<file path="src/rtl/ddio_capture.sv">
// ddio_capture: double-data-rate input capture.
// Each lane is sampled on both edges of inclock. The falling-edge sample is
// moved into the rising-edge domain so that the two outputs form a pair that
// changes only on rising edges. dataout_l carries the older bit of the pair
// (the falling edge just before rising edge k) and dataout_h the newer bit
// (rising edge k).
// aclr_n is an asynchronous clear. The integrating logic releases it
// synchronously to the falling edge, so this block has no reset synchronizer.
module ddio_capture #(
    parameter int WIDTH = 8
) (
    input  logic             inclock,
    input  logic             aclr_n,
    input  logic             inclocken,
    input  logic [WIDTH-1:0] datain,
    output logic [WIDTH-1:0] dataout_h,
    output logic [WIDTH-1:0] dataout_l
);

    logic [WIDTH-1:0] r_rise_q;     // rising-edge sample
    logic [WIDTH-1:0] r_fall_q;     // falling-edge sample
    logic [WIDTH-1:0] r_fall_sync;  // falling-edge sample moved to the rising edge

    // Capture the falling-edge bit of each lane.
    // NOTE: every bank clears asynchronously. A reset in the middle of a pair
    // therefore discards the half that has already been captured.
    always_ff @(negedge inclock or negedge aclr_n) begin
        if (!aclr_n) begin
            r_fall_q <= '0;
        end else if (inclocken) begin
            r_fall_q <= datain;
        end
    end

    // Capture the rising-edge bit and move the held falling-edge bit forward.
    // NOTE: non-blocking assignments make r_fall_sync take the value that
    // r_fall_q held before this edge.
    always_ff @(posedge inclock or negedge aclr_n) begin
        if (!aclr_n) begin
            r_rise_q    <= '0;
            r_fall_sync <= '0;
        end else if (inclocken) begin
            r_rise_q    <= datain;
            r_fall_sync <= r_fall_q;
        end
    end

    assign dataout_h = r_rise_q;
    assign dataout_l = r_fall_sync;

endmodule

</file>
<file path="config.mk">
export PLATFORM = sky130hd
export DESIGN_NAME = ddio_capture
export DESIGN_NICKNAME = d
export VERILOG_FILES = /design/src/rtl/ddio_capture.sv
export SDC_FILE = /design/constraint.sdc
export NUM_CORES = 1
export LEC_CHECK = 0
export CORE_MARGIN = 1.5
export CORE_UTILIZATION = 45
export CTS_CLUSTER_SIZE = 24
export DETAILED_ROUTE_END_ITERATION = 8
export PLACE_DENSITY = 0.75
export SYNTH_ARGS = -nofsm -noshare
export SYNTH_HDL_FRONTEND = slang
export SYNTH_SLANG_ARGS = --single-unit
export TNS_END_PERCENT = 5
</file>
<file path="constraint.sdc">
create_clock -name inclock -period 1.9 [get_ports inclock]
set_input_delay 0.57 -clock inclock [delete_from_list [all_inputs] [get_ports inclock]]
set_output_delay 0.57 -clock inclock [all_outputs]
set_load 0.01 [all_outputs]
</file>
# Word-level counts from Yosys, hierarchy flattened
# Index checks and enable logic that the tools add are counted.
# word_totals
output_inout_bits	16
word_cells	3
regBits	24
input_bits	11

# Logic depth before layout (Yosys ltp)
# logic_depth
word_depth	0
ltp_mapped	3
depth_no_buf	1

==> metrics.md <==
| Metric | Value |
|---|---|
| Endpoint, Worst Hold | r_fall_q[7] |
| Post-synthesis register bit count | 24 |
| Syn Inst Count | 51 |
| Iteration-0 DRC Markers | 5 |
| Top cell type's share of synthesized area | 0.4015 |
| Final Setup Violations | 0 |
| Placeable Area | 2022 um^2 |
| Vias in the first global route | 634 |
| Largest net degree at the start of global routing | 16 |
| Hold path start | r_fall_q[7] |
| Die width | 50.08 um |
| Clock-pin slew on the worst setup and hold paths | 0.09 ns |
| Synth Cell Area | 997.2 um^2 |
| Cell taking the most area after synthesis | dfrtp_1 |
| Post-route ant nets | 0 |
| Mapped Nets | 62 |
| Hold Path Depth | 1 |
| Routability cong. | 0.6348 |
| Final #Nets | 104 |
| Max-slew violations | 0 |
| Commonest non-fill, non-tap cell in the layout | mux2_4 |
| Vias per cell | 4.723 |
| R2R Setup Slk | 0.22 ns |
| Max Cap Viol | 0 |
| Startpoint class of the critical path | input pin |
| Post-CTS Hold Buffers | 0 |
| Layout Skew | 0.009226 ns |
| Area growth, synth to finish | 44.17% |
| Drt total wl | 1737 um |
| Die ar. | 2508 um^2 |
| # diodes | 0 |
| TritonCTS clock tree | built |
| Sequential share of the synthesized area | 0.6023 |
| Pre-Repair DR Iteration Count | 4 |
| Hold slack | 0.4609 ns |
| CP required | 1.12 ns |
| First-pass GRT wire length | 2973 um |
| Cell Pwr Density | 875.5 nW/um^2 |
| Synth cell types | 6 |
| Layout Cells excl Fill | 119 |
| GR Util met1 | 0.2087 |
| Slew headroom | 0.9107 |
| R2R Path End | dataout_l[4] |
| Port buffer count | 26 |
| Routed vias | 562 |
| Core Rows | 16 |
| Die H | 50.08 um |
| Initial Util | 0.4932 |
| Initial antenna violation count | 0 |
| Placed insts | 111 |
| Met2 Use GR | 0.2763 |
| H-Tree Depth | 1 |
| Status | completed |
| Clk_lat worst skew | 0.32 ns |
| Launch point of the worst reg-to-reg path | r_fall_q[4] |
| Hold Path Class | flip-flop to flip-flop |
| Worst Reg-to-Reg Cells | 1 |
| CP max FO | 7 |
| CTS root buf | clkbuf_4 |
| DRC Markers | 0 |
| DPL Wire Length | 1141 um |
| Endpoints failing hold | 0 |
| Syn avg cell area | 19.55 um^2 |
| Power Total | 1.259 mW |
| GR Util All Layers | 0.1655 |
| Peak VDD IR | 0.0005275 V |
| Pleak | 0.6890 nW |
| Most crowded layer after global routing | met2 |
| Num Clock Sinks | 24 |
| Most frequent cells in the layout | 20 x mux2_4, 17 x clkdlybuf4s50_1, 16 x dfrtp_1, 11 x buf_4 |
| Post-Route Setup TNS | 0 ns |
| I/O pin cnt | 27 |
| Share of layout cells above drive strength 1 | 0.4674 |
| Drt wl/cell | 14.60 um |
| Longest Clk Path Bufs | 2 |
| M3 GR Usage | 0.03030 |
| Worst Path Class, Setup | input pin to flip-flop |
| Top cells by area, synth | dfrtp_1 40%, mux2_4 30%, dfrtn_1 20% |
| Setup repair after global routing missed its margin | no |
| Global route total overflow | 0 |
| Synthesis Warnings | 0 |
| Crit path DAT | 1.11 ns |
| Capturing element type of the critical path | flip-flop |
| CTS Buf Count | 3 |
| Worst slew pin tran | 0.1339 ns |
-- flip-flops by register name, summed over array words and instances, names as in the netlist --
register,flops
dataout_h,8
dataout_l,8
r_fall_q,8
-- cells in the mapped netlist --
library cell	instances
mux2_4	20
dfrtn_1	8
mux2_2	4
buf_12	2
dfrtp_1	16
buf_6	1
-- report_power, final --
| group | switching, mW | internal [mW] | total, mW | leakage [nW] |
|---|---|---|---|---|
| combinational | 0.0861 | 0.191 | 0.277 | 0.380 |
| sequential | 0.0353 | 0.572 | 0.608 | 0.281 |
| clock | 0.160 | 0.213 | 0.374 | 0.0279 |
| total | 0.282 | 0.977 | 1.26 | 0.689 |
-- stage by stage --
stage                     area, um^2  utilization  setup WS [ns]
after floorplan                 1006            -        -0.3173
after global placement          1340       0.6627        -0.7839
after detailed placement        1340       0.6627        -0.7954
after CTS                       1438       0.7110       0.006171
after global routing            1438       0.7110       0.002964
final                           1438       0.7110       0.006746
-- how the worst max path moves through the flow --
stage,from,endpoint,slack [ns],depth (start not counted)
global placement,inclocken,r_fall_q[7],-0.78,3
CTS,inclocken,r_fall_q[7],0.006,3
global route,inclocken,r_fall_q[7],0.003,3
finish,inclocken,r_fall_q[7],0.007,3
floorplan,inclocken,r_fall_q[0],-0.32,3
detailed placement,inclocken,r_fall_q[7],-0.80,3
-- cell families after synthesis --
| logic type | Yosys count | synth area share |
|---|---|---|
| buffers and inverters | 3 | 0.05144 |
| muxes | 24 | 0.3463 |
| DFF | 24 | 0.6023 |
-- final cells by class --
cell class	count	area, um^2
Sequential cell	24	600.6
Fill cell	143	584.3
Timing Repair Buffer	40	405.4
Multi-Input combinational cell	24	345.3
Tap cell	27	33.78
Clock inverter	1	30.03
Clock buffer	3	22.52
-- critical path: stages --
cell,delay [ns]
buf_8,0.09
buf_12,0.13
mux2_2,0.32
-- timing repair --
item / CTS / global route
buffers inserted: 3 / 0
setup endpoints to repair: 8 / 0
resized for setup: 16 / 0
-- layer usage --
layer,up-vias,routed length [um]
li1,261,-
met1,278,817
met2,20,811
met3,3,79
met4,0,28
met5,-,0
Power figures use the tool's default switching activity.
